### src/rtl/alu_share_if.sv
// Request/response bundle between the requesters and the shared ALU arbiter.
// The master side drives requests and consumes responses; the arbiter is the slave.
interface alu_share_if #(
  parameter int NREQ  = 4,
  parameter int WIDTH = 32
);
  localparam int IDW = $clog2(NREQ);

  logic [NREQ-1:0]       req_valid;
  logic [NREQ-1:0]       req_ready;
  logic [4*NREQ-1:0]     req_op;
  logic [WIDTH*NREQ-1:0] req_a;
  logic [WIDTH*NREQ-1:0] req_b;
  logic                  resp_valid;
  logic                  resp_ready;
  logic [IDW-1:0]        resp_id;
  logic [WIDTH-1:0]      resp_y;
  logic                  resp_err;

  modport master (
    output req_valid, req_op, req_a, req_b, resp_ready,
    input  req_ready, resp_valid, resp_id, resp_y, resp_err
  );

  modport slave (
    input  req_valid, req_op, req_a, req_b, resp_ready,
    output req_ready, resp_valid, resp_id, resp_y, resp_err
  );
endinterface

### src/rtl/alu_share_arbiter.sv
// Round-robin time-shared 32-bit ALU: one op in flight, result held until consumed.
// Define ALU_ARB_DIV_EN to build the iterative restoring divider for div/mod.
module alu_share_arbiter #(
  parameter int NREQ  = 4,
  parameter int WIDTH = 32
) (
  input  logic        clk,
  input  logic        rst,
  alu_share_if.slave  bus
);
  localparam int IDW = $clog2(NREQ);

  localparam logic [3:0] OP_ADD = 4'd0;
  localparam logic [3:0] OP_SUB = 4'd1;
  localparam logic [3:0] OP_MUL = 4'd2;
  localparam logic [3:0] OP_DIV = 4'd3;
  localparam logic [3:0] OP_MOD = 4'd4;
  localparam logic [3:0] OP_XOR = 4'd5;
  localparam logic [3:0] OP_AND = 4'd6;
  localparam logic [3:0] OP_OR  = 4'd7;
  localparam logic [3:0] OP_SHR = 4'd8;
  localparam logic [3:0] OP_SHL = 4'd9;

`ifdef ALU_ARB_DIV_EN
  localparam int CW = $clog2(WIDTH);
  typedef enum logic [1:0] {IDLE, EXEC, DIV, RESP} state_t;
`else
  typedef enum logic [1:0] {IDLE, EXEC, RESP} state_t;
`endif

  state_t           state_q, state_d;
  logic [IDW-1:0]   rr_ptr_q, rr_ptr_d;
  logic [IDW-1:0]   id_q, id_d;
  logic [3:0]       op_q, op_d;
  logic [WIDTH-1:0] a_q, a_d, b_q, b_d;
  logic             resp_valid_q, resp_valid_d;
  logic [IDW-1:0]   resp_id_q, resp_id_d;
  logic [WIDTH-1:0] resp_y_q, resp_y_d;
  logic             resp_err_q, resp_err_d;

  logic             gnt_found, accept;
  logic [IDW-1:0]   gnt_idx, cand;
  logic [3:0]       op_sel;
  logic [WIDTH-1:0] a_sel, b_sel;
  logic [WIDTH:0]   exec_res;

`ifdef ALU_ARB_DIV_EN
  logic [WIDTH-1:0] rem_q, rem_d, dq_q, dq_d;
  logic [CW-1:0]    cnt_q, cnt_d;
  logic [WIDTH:0]   div_shift;
  logic             div_ge;

  // One restoring step: shift in the next dividend bit, subtract if it fits.
  assign div_shift = {rem_q, dq_q[WIDTH-1]};
  assign div_ge    = (div_shift >= {1'b0, b_q});
`endif

  // Single-cycle ops; returns {err, y}. div/mod only reach here with B == 0.
  function automatic logic [WIDTH:0] alu_exec(input logic [3:0] op,
                                               input logic [WIDTH-1:0] a,
                                               input logic [WIDTH-1:0] b);
    logic [WIDTH-1:0] y;
    logic             err;
    y   = '0;
    err = 1'b0;
    case (op)
      OP_ADD: y = a + b;
      OP_SUB: y = a - b;
      OP_MUL: y = a * b;
`ifdef ALU_ARB_DIV_EN
      OP_DIV: y = '1;
      OP_MOD: y = a;
`else
      OP_DIV: err = 1'b1;
      OP_MOD: err = 1'b1;
`endif
      OP_XOR: y = a ^ b;
      OP_AND: y = a & b;
      OP_OR:  y = a | b;
      OP_SHR: y = (b >= WIDTH'(WIDTH)) ? '0 : (a >> b);
      OP_SHL: y = (b >= WIDTH'(WIDTH)) ? '0 : (a << b);
      default: err = 1'b1;
    endcase
    return {err, y};
  endfunction

  always_comb begin
    gnt_found = 1'b0;
    gnt_idx   = '0;
    cand      = '0;
    for (int k = 0; k < NREQ; k++) begin
      cand = IDW'((int'(rr_ptr_q) + k) % NREQ);
      if (!gnt_found && bus.req_valid[cand]) begin
        gnt_found = 1'b1;
        gnt_idx   = cand;
      end
    end
  end

  assign accept        = (state_q == IDLE) && gnt_found && !rst;
  assign bus.req_ready = accept ? (NREQ'(1) << gnt_idx) : '0;
  assign op_sel        = bus.req_op[4*gnt_idx +: 4];
  assign a_sel         = bus.req_a[WIDTH*gnt_idx +: WIDTH];
  assign b_sel         = bus.req_b[WIDTH*gnt_idx +: WIDTH];
  assign exec_res      = alu_exec(op_q, a_q, b_q);

  always_comb begin
    state_d      = state_q;
    rr_ptr_d     = rr_ptr_q;
    id_d         = id_q;
    op_d         = op_q;
    a_d          = a_q;
    b_d          = b_q;
    resp_valid_d = resp_valid_q;
    resp_id_d    = resp_id_q;
    resp_y_d     = resp_y_q;
    resp_err_d   = resp_err_q;
`ifdef ALU_ARB_DIV_EN
    rem_d = rem_q;
    dq_d  = dq_q;
    cnt_d = cnt_q;
`endif
    case (state_q)
      IDLE: begin
        if (accept) begin
          id_d     = gnt_idx;
          op_d     = op_sel;
          a_d      = a_sel;
          b_d      = b_sel;
          rr_ptr_d = (gnt_idx == IDW'(NREQ - 1)) ? '0 : gnt_idx + 1'b1;
          state_d  = EXEC;
`ifdef ALU_ARB_DIV_EN
          if ((op_sel == OP_DIV || op_sel == OP_MOD) && b_sel != '0) begin
            state_d = DIV;
            rem_d   = '0;
            dq_d    = a_sel;
            cnt_d   = '0;
          end
`endif
        end
      end
      EXEC: begin
        resp_err_d   = exec_res[WIDTH];
        resp_y_d     = exec_res[WIDTH-1:0];
        resp_id_d    = id_q;
        resp_valid_d = 1'b1;
        state_d      = RESP;
      end
`ifdef ALU_ARB_DIV_EN
      DIV: begin
        rem_d = div_ge ? (div_shift[WIDTH-1:0] - b_q) : div_shift[WIDTH-1:0];
        dq_d  = {dq_q[WIDTH-2:0], div_ge};
        cnt_d = cnt_q + 1'b1;
        if (cnt_q == CW'(WIDTH - 1)) begin
          resp_y_d     = (op_q == OP_DIV) ? dq_d : rem_d;
          resp_err_d   = 1'b0;
          resp_id_d    = id_q;
          resp_valid_d = 1'b1;
          state_d      = RESP;
        end
      end
`endif
      RESP: begin
        if (bus.resp_ready) begin
          resp_valid_d = 1'b0;
          state_d      = IDLE;
        end
      end
      default: state_d = IDLE;
    endcase
  end

  always_ff @(posedge clk) begin
    id_q <= id_d;
    op_q <= op_d;
    a_q  <= a_d;
    b_q  <= b_d;
`ifdef ALU_ARB_DIV_EN
    rem_q <= rem_d;
    dq_q  <= dq_d;
    cnt_q <= cnt_d;
`endif
    if (rst) begin
      state_q      <= IDLE;
      rr_ptr_q     <= '0;
      resp_valid_q <= 1'b0;
      resp_id_q    <= '0;
      resp_y_q     <= '0;
      resp_err_q   <= 1'b0;
    end else begin
      state_q      <= state_d;
      rr_ptr_q     <= rr_ptr_d;
      resp_valid_q <= resp_valid_d;
      resp_id_q    <= resp_id_d;
      resp_y_q     <= resp_y_d;
      resp_err_q   <= resp_err_d;
    end
  end

  assign bus.resp_valid = resp_valid_q;
  assign bus.resp_id    = resp_id_q;
  assign bus.resp_y     = resp_y_q;
  assign bus.resp_err   = resp_err_q;
endmodule

### src/flat_wrapper.sv
// flat-port wrapper written by rule: the top's interface ports become plain ports
module alu_share_arbiter_flat 
#(
  parameter int NREQ  = 4,
  parameter int WIDTH = 32
)
  (clk, rst, bus_req_valid, bus_req_op, bus_req_a, bus_req_b, bus_resp_ready, bus_req_ready, bus_resp_valid, bus_resp_id, bus_resp_y, bus_resp_err);
  alu_share_if #(.NREQ(NREQ), .WIDTH(WIDTH)) bus_i ();
  input  logic clk;
  input  logic rst;
  input wire logic [$bits(bus_i.req_valid)-1:0] bus_req_valid;
  input wire logic [$bits(bus_i.req_op)-1:0] bus_req_op;
  input wire logic [$bits(bus_i.req_a)-1:0] bus_req_a;
  input wire logic [$bits(bus_i.req_b)-1:0] bus_req_b;
  input wire logic [$bits(bus_i.resp_ready)-1:0] bus_resp_ready;
  output wire logic [$bits(bus_i.req_ready)-1:0] bus_req_ready;
  output wire logic [$bits(bus_i.resp_valid)-1:0] bus_resp_valid;
  output wire logic [$bits(bus_i.resp_id)-1:0] bus_resp_id;
  output wire logic [$bits(bus_i.resp_y)-1:0] bus_resp_y;
  output wire logic [$bits(bus_i.resp_err)-1:0] bus_resp_err;
  assign bus_i.req_valid = bus_req_valid;
  assign bus_i.req_op = bus_req_op;
  assign bus_i.req_a = bus_req_a;
  assign bus_i.req_b = bus_req_b;
  assign bus_i.resp_ready = bus_resp_ready;
  assign bus_req_ready = bus_i.req_ready;
  assign bus_resp_valid = bus_i.resp_valid;
  assign bus_resp_id = bus_i.resp_id;
  assign bus_resp_y = bus_i.resp_y;
  assign bus_resp_err = bus_i.resp_err;
  alu_share_arbiter #(.NREQ(NREQ), .WIDTH(WIDTH)) u_core (.clk(clk), .rst(rst), .bus(bus_i));
endmodule
### config.mk
export PLATFORM = sky130hd
export DESIGN_NAME = alu_share_arbiter_flat
export DESIGN_NICKNAME = d
export VERILOG_FILES = /design/src/rtl/alu_share_if.sv /design/src/rtl/alu_share_arbiter.sv /design/src/flat_wrapper.sv
export SDC_FILE = /design/constraint.sdc
export NUM_CORES = 2
export LEC_CHECK = 0
export ABC_CLOCK_PERIOD_IN_PS = 13620
export CORE_ASPECT_RATIO = 0.9
export CORE_UTILIZATION = 56
export CTS_BUF_LIST = sky130_fd_sc_hd__clkbuf_8
export CTS_CLUSTER_DIAMETER = 60
export DETAILED_ROUTE_END_ITERATION = 6
export HOLD_SLACK_MARGIN = 0.15
export PLACE_DENSITY_LB_ADDON = 0.08
export SYNTH_ARGS = -nofsm -noshare
export SYNTH_HDL_FRONTEND = slang
export SYNTH_SLANG_ARGS = --single-unit
### constraint.sdc
create_clock -name clk -period 13.62 [get_ports clk]
set_input_delay 1.362 -clock clk [delete_from_list [all_inputs] [get_ports clk]]
set_output_delay 1.362 -clock clk [all_outputs]
set_load 0.01 [all_outputs]
; Word-level counts from Yosys, hierarchy flattened
; Index checks and enable logic that the tools add are counted.
[word_totals]
reg_bits = 110
inputBits = 279
out_inout_bits = 40
[op_classes]
add_sub_neg = 6
n_mul = 1
magnitude_cmp = 5
n_eq_ne = 12
n_shift = 6
mux = 27
bitwise = 3
n_reduce_logical = 16
[ops]
columns = operator, count
row1 = $pmux 32 s8, 1
row2 = $shiftx 128x8->32, 2
row3 = $mux 32, 2
row4 = $add 32x32->32, 1
row5 = $and 32x32->32, 1
row6 = $ge 32x6->1 const B, 1
row7 = $mul 32x32->32, 1
row8 = $or 32x32->32, 1
row9 = $shl 32x32->32, 1
row10 = $shr 32x32->32, 1
row11 = $sub 32x32->32, 1
row12 = $xor 32x32->32, 1
row13 = $shiftx 16x5->4, 1
row14 = $mux 2, 7
row15 = $eq 4x3->1 const B, 3
row16 = $lt 2x3->1 const B, 4
row17 = $mux 1, 10
row18 = $bmux 1 s2, 4
row19 = $eq 4x4->1 const B, 2
row20 = $reduce_or 8->1, 1
row21 = $pmux 2 s3, 1
row22 = $reduce_and 2->1, 3
row23 = $logic_and 1x1->1, 5
row24 = $add 2x1->2 const B, 2
row25 = other kinds (14), 19

; Depth between registers and ports, before layout
[logic_depth]
ltp_word = 16
mapped_depth = 32
ltp_nobuf = 29

; Worst setup path after synthesis
; No wires, ideal clock.
[synth_path]
kind = in2out
start = input rst
end = output bus_req_ready[0]
arrival_ns = 9.273
required_ns = 12.258
path_slack_ns = 2.985
cell_stages = 3
path_cell_list = buf_4 nor4_1 and2_1
[synth_via]
elab_chain_len = 3
[synth_rtl]
columns = item, line_no
row1 = from (decl), flat_wrapper.sv:10  ; input logic rst;
row2 = $logic_not 1->1, alu_share_arbiter.sv:100  ; assign accept = (state_q == IDLE) && gnt_found && !rst;
row3 = $logic_and 1x1->1, alu_share_arbiter.sv:100
row4 = $mux 4, alu_share_arbiter.sv:101  ; assign bus.req_ready = accept ? (NREQ'(1) << gnt_idx) : '0;
row5 = to (decl), flat_wrapper.sv:16  ; output wire logic [$bits(bus_i.req_ready)-1:0] bus_req_ready;
; No other way between the ends.

; Worst setup path after layout
[layout_path]
start = register u_core.b_q[5]
end = register u_core.resp_y_q[31], in the netlist u_core.bus.resp_y[31]
[layout_via]
elab_chain_len = 3
[layout_rtl]
columns = item, line_no
row1 = from (decl), alu_share_arbiter.sv:35  ; logic [WIDTH-1:0] a_q, a_d, b_q, b_d;
row2 = from (signal assigned), alu_share_arbiter.sv:177  ; b_q <= b_d;
row3 = "parallel branches: the longest is 2 deep, another holds $mul 32x32->32", -
row4 = $pmux 32 s8 (*), alu_share_arbiter.sv:66  ; case (op)
row5 = to (signal assigned), alu_share_arbiter.sv:195  ; resp_y_q <= resp_y_d;
row6 = to (decl), alu_share_arbiter.sv:38  ; logic [WIDTH-1:0] resp_y_q, resp_y_d;
; Every way passes the cells marked *.
; A chain may end at the register's enable or synchronous reset.

==> impl_summary.md <==
Status
The flow ran to the end, but the final reports show violations. The checks that failed: DRC, capacitance limit.

Worst setup path
Broken down by cell family, the worst path's largest delay share belongs to adder cells. Along the worst path, the maximum fanout reaches 15. Together, buffers and inverters on the worst path number 6. The worst register-to-register path has a setup slack of about 4600 ps. The cell with the largest stage delay on the worst path is sky130_fd_sc_hd__edfxtp_1. The endpoint of the worst-slack reg-to-reg timing path is u_core.bus.resp_y[31]. The data arrival time of the critical path is 9350 ps. Tracing the worst setup path back leads to its startpoint at u_core.b_q[5]. The count of cells along the worst register-to-register path is 28. The origin of the critical flop-to-flop path is u_core.b_q[5]. On the worst path, the slowest cell contributes a delay of 1010 ps. At the worst endpoint, the required time is ~14000 ps. The critical path class is reg2reg. STA classifies the critical path endpoint as a flip-flop. The library cell appearing most often on the critical path is sky130_fd_sc_hd__fa_1. STA classifies the critical path startpoint as a flip-flop.

STA
Setup violations remaining at the end of the flow were counted as 0. The final max-slew violation count was 0. The part of the cycle the worst path needs is 0.661. The maximum clock rate is ~0.11 GHz. The final number of hold-violating endpoints is 0. Setup repair after global routing left no endpoint under its margin. Clock skew on the completed layout was measured at 45.7 ps. The clock period could shrink to 9000 ps. The slew at the pin with the worst max-slew slack is 1450 ps.

Adding up every negative setup slack in the final design gives 0 ps. The worst pin sits at a relative slew slack of 0.0216. After layout, the worst setup slack is 4620 ps.

Global routing
The number of global-route vias before repair was 29.0k. Entering global routing, the biggest net connects between 90 and 100 pins. For this run, the total global-route usage over all layers was measured as 0.497. The first global-routing pass estimated 182000 um of wire. The total overflow left after global routing is 0. The number of antenna violations at the first check in global routing is 4.

Final layout
The layout has 3987 filler cells. Of the cells placed in the final design, the portion with a size suffix greater than 1 is 0.0401. In the final design database the tool counted about 4.6k nets. The synthesis-to-layout area growth is 14.1%.

Synthesis
The fraction of the yosys area taken by sequential cells is 0.105. Counting flops with a built-in enable in the synthesized netlist gives 70. The mean post-synth cell area is 7.85 um2. The number of warning messages in the yosys log is 0. The most common flop cell mapped by yosys is sky130_fd_sc_hd__edfxtp_1.

The netlist uses 85 different library cells. Of all cell types, the one taking the most synthesized area is sky130_fd_sc_hd__fa_1. The total nets after synthesis is about 4.5k. The cell count after synthesis came out at 3539. The async set or reset register ratio after synthesis is 0. In this run the cell area of the synthesized design comes to 27800 um2. Of the post-synthesis cell area, the dominant cell type holds 0.295.

By area the synthesized netlist is led by sky130_fd_sc_hd__fa_1 29%, sky130_fd_sc_hd__ha_1 10%, sky130_fd_sc_hd__nand2_1 8.6%, sky130_fd_sc_hd__edfxtp_1 7.6%, sky130_fd_sc_hd__nor2_1 6.1%. The number of flip-flops and latches in the synthesized netlist is 110. Among all cell types in the netlist, the one instantiated most often is sky130_fd_sc_hd__nand2_1. The commonest cells after synthesis are 636 x sky130_fd_sc_hd__nand2_1, 453 x sky130_fd_sc_hd__nor2_1, 440 x sky130_fd_sc_hd__inv_1, 409 x sky130_fd_sc_hd__fa_1, 223 x sky130_fd_sc_hd__ha_1.

Placement
The count of buffers from port buffering is around 320. Timing analysis after detailed placement gives a worst setup slack of around 4900 ps. The half-perimeter wire length after placement is 95000 um. The global placement routability congestion is roughly 1.1.

Clock tree
CTS saw 110 sinks. The maximum level of the CTS H-tree is 3. The number of setup buffers added after CTS is 0. Clock-pin slew was measured on the worst setup and hold paths at ~150 ps. The root buffer cell is sky130_fd_sc_hd__clkbuf_8. TritonCTS built the clock tree.

The later pin in the worst-skew pair is clocked with a latency of 480 ps. The total CTS buffers is 9. No sink is reached through more buffers than the 2 on the longest clock path. The number of hold buffers added after CTS was 0. The number of gates given a new drive strength after cts is 0.

Die
The floorplan step defined a die boundary enclosing around 50000 um2. The effective utilization at floorplan is 0.566. The total core area is 49000 um2. In this run the horizontal extent of the chip is 237 um. The vertical extent of the die is approximately 210 um. The number of top-level design ports is 319. The number of placement rows is 77.

Routing
The pre-antenna-repair detailed-routing pass consisted of 7 iterations. The routed design has 126000 um of wire. After the first detailed-routing iteration, the DRC count stood at roughly 3.7k.

The via total after detailed routing is 28.7k. The mean routed wirelength per cell is roughly 29 um. In this run the remaining antenna-violating nets after routing total 0. The average via count per standard cell is 6.59.

The count of unresolved DRC violations after routing is 6.

Hold path
The source of the worst hold timing path is u_core.bus.resp_id[0]. The min-delay analysis places its worst path in the category reg2reg. The terminating pin of the worst hold path is u_core.bus.resp_id[0].

Counting instances, the worst hold path has a depth of 2.

Flow run
The count of max-cap constraint violations is 1.
## worst register-to-register path, delay by kind of cell (launching register included)
kind	cells	cell delay, ps
fa+ha+maj	9	4160
buf+inv	6	1050
compound gates	9	1900
xor+xnor	1	90
flops	1	1010
simple gates	3	690
## final cells by class
class                   count  area (um2)  share of cell area
clock inverters             7         108             0.00339
flip-flops and latches    110        2900              0.0916
clock buffers               9         124             0.00391
repair buffers            393        3750               0.118
inverters                 458        1720              0.0543
diodes                      2        5.00            0.000158
well taps                 632         791              0.0249
multi-input cells        2742       22300               0.704
## per-stage QoR
| stage | util | instances | cell area (um2) | hold WS (ps) |
|---|---|---|---|---|
| after CTS | 0.646 | 4351 | 31700 | 476 |
| after detailed placement | 0.642 | 4335 | 31500 | 451 |
| final | 0.646 | 4353 | 31700 | 471 |
| after global routing | 0.646 | 4352 | 31700 | 497 |
| after floorplan | - | 3539 | 27800 | 471 |
| after global placement | 0.642 | 4335 | 31500 | 443 |
## cell usage in the layout (no fill, tap or decap), types with 9 or more instances in the layout
cell type	instances
sky130_fd_sc_hd__o211ai_1	13
sky130_fd_sc_hd__edfxtp_1	70
sky130_fd_sc_hd__and3_1	84
sky130_fd_sc_hd__dfxtp_1	40
sky130_fd_sc_hd__ha_1	223
sky130_fd_sc_hd__or3_1	10
sky130_fd_sc_hd__mux2i_1	35
sky130_fd_sc_hd__nand2b_1	16
sky130_fd_sc_hd__a21oi_1	122
sky130_fd_sc_hd__xor2_1	30
sky130_fd_sc_hd__clkdlybuf4s50_1	318
sky130_fd_sc_hd__nand3_1	27
sky130_fd_sc_hd__o21a_1	11
sky130_fd_sc_hd__a21o_1	30
sky130_fd_sc_hd__a211oi_1	30
sky130_fd_sc_hd__nand4_1	9
sky130_fd_sc_hd__xnor2_1	106
sky130_fd_sc_hd__o21ai_0	129
sky130_fd_sc_hd__nor2b_1	13
sky130_fd_sc_hd__and2_1	12
sky130_fd_sc_hd__inv_2	9
sky130_fd_sc_hd__nor3_1	27
sky130_fd_sc_hd__fa_1	409
sky130_fd_sc_hd__nor2_1	453
sky130_fd_sc_hd__inv_1	439
sky130_fd_sc_hd__clkbuf_8	9
sky130_fd_sc_hd__o22ai_1	13
sky130_fd_sc_hd__a221oi_1	35
sky130_fd_sc_hd__buf_4	75
sky130_fd_sc_hd__a222oi_1	12
sky130_fd_sc_hd__nand2_1	636
sky130_fd_sc_hd__o221ai_1	13
sky130_fd_sc_hd__clkinv_1	9
sky130_fd_sc_hd__a31oi_1	87
sky130_fd_sc_hd__a22oi_1	15
## state kept, by name, indices dropped and copies added, names as in the netlist
signal,count
u_core.rr_ptr_q,2
u_core.bus.resp_id,2
u_core.state_q,2
u_core.b_q,32
u_core.bus.resp_valid,1
u_core.bus.resp_y,32
u_core.id_q,2
u_core.bus.resp_err,1
u_core.a_q,32
u_core.op_q,4
## cell families (layout without fill, tap and decap cells)
kind of cell	count (synthesis)	count (layout)	synth area share
AO/OA/AOI/OAI	601	601	0.143
buffers and inverters	687	867	0.0946
AND/OR/NAND/NOR	1328	1328	0.201
flip-flops	110	110	0.105
adder cells (fa/ha/maj)	632	632	0.395
XOR/XNOR	136	136	0.0429
multiplexers	45	45	0.0183
other	0	2	0
## per-layer routing
| metal | vias up | global-route usage | routed length (um) |
|---|---|---|---|
| li1 | 11900 | - | - |
| met1 | 13700 | 0.576 | 42600 |
| met2 | 2373 | 0.736 | 52800 |
| met3 | 763 | 0.186 | 18000 |
| met4 | 6 | 0.410 | 12400 |
| met5 | - | 0.00196 | 35 |
## worst max path at each step
| stage | endpoint | slack [ps] | depth (start not counted) |
|---|---|---|---|
| after floorplan | bus_req_ready[0] | 2990 | 3 |
| after global placement | u_core.bus.resp_y[31] | 5060 | 26 |
| after detailed placement | u_core.bus.resp_y[31] | 4870 | 28 |
| after CTS | u_core.bus.resp_y[31] | 4830 | 28 |
| after global routing | u_core.bus.resp_y[31] | 4440 | 28 |
| final | u_core.bus.resp_y[31] | 4620 | 28 |
Power is left out: the tool's default activity adds up to more than one toggle a clock period on the data nets, which glitch-free logic cannot reach.
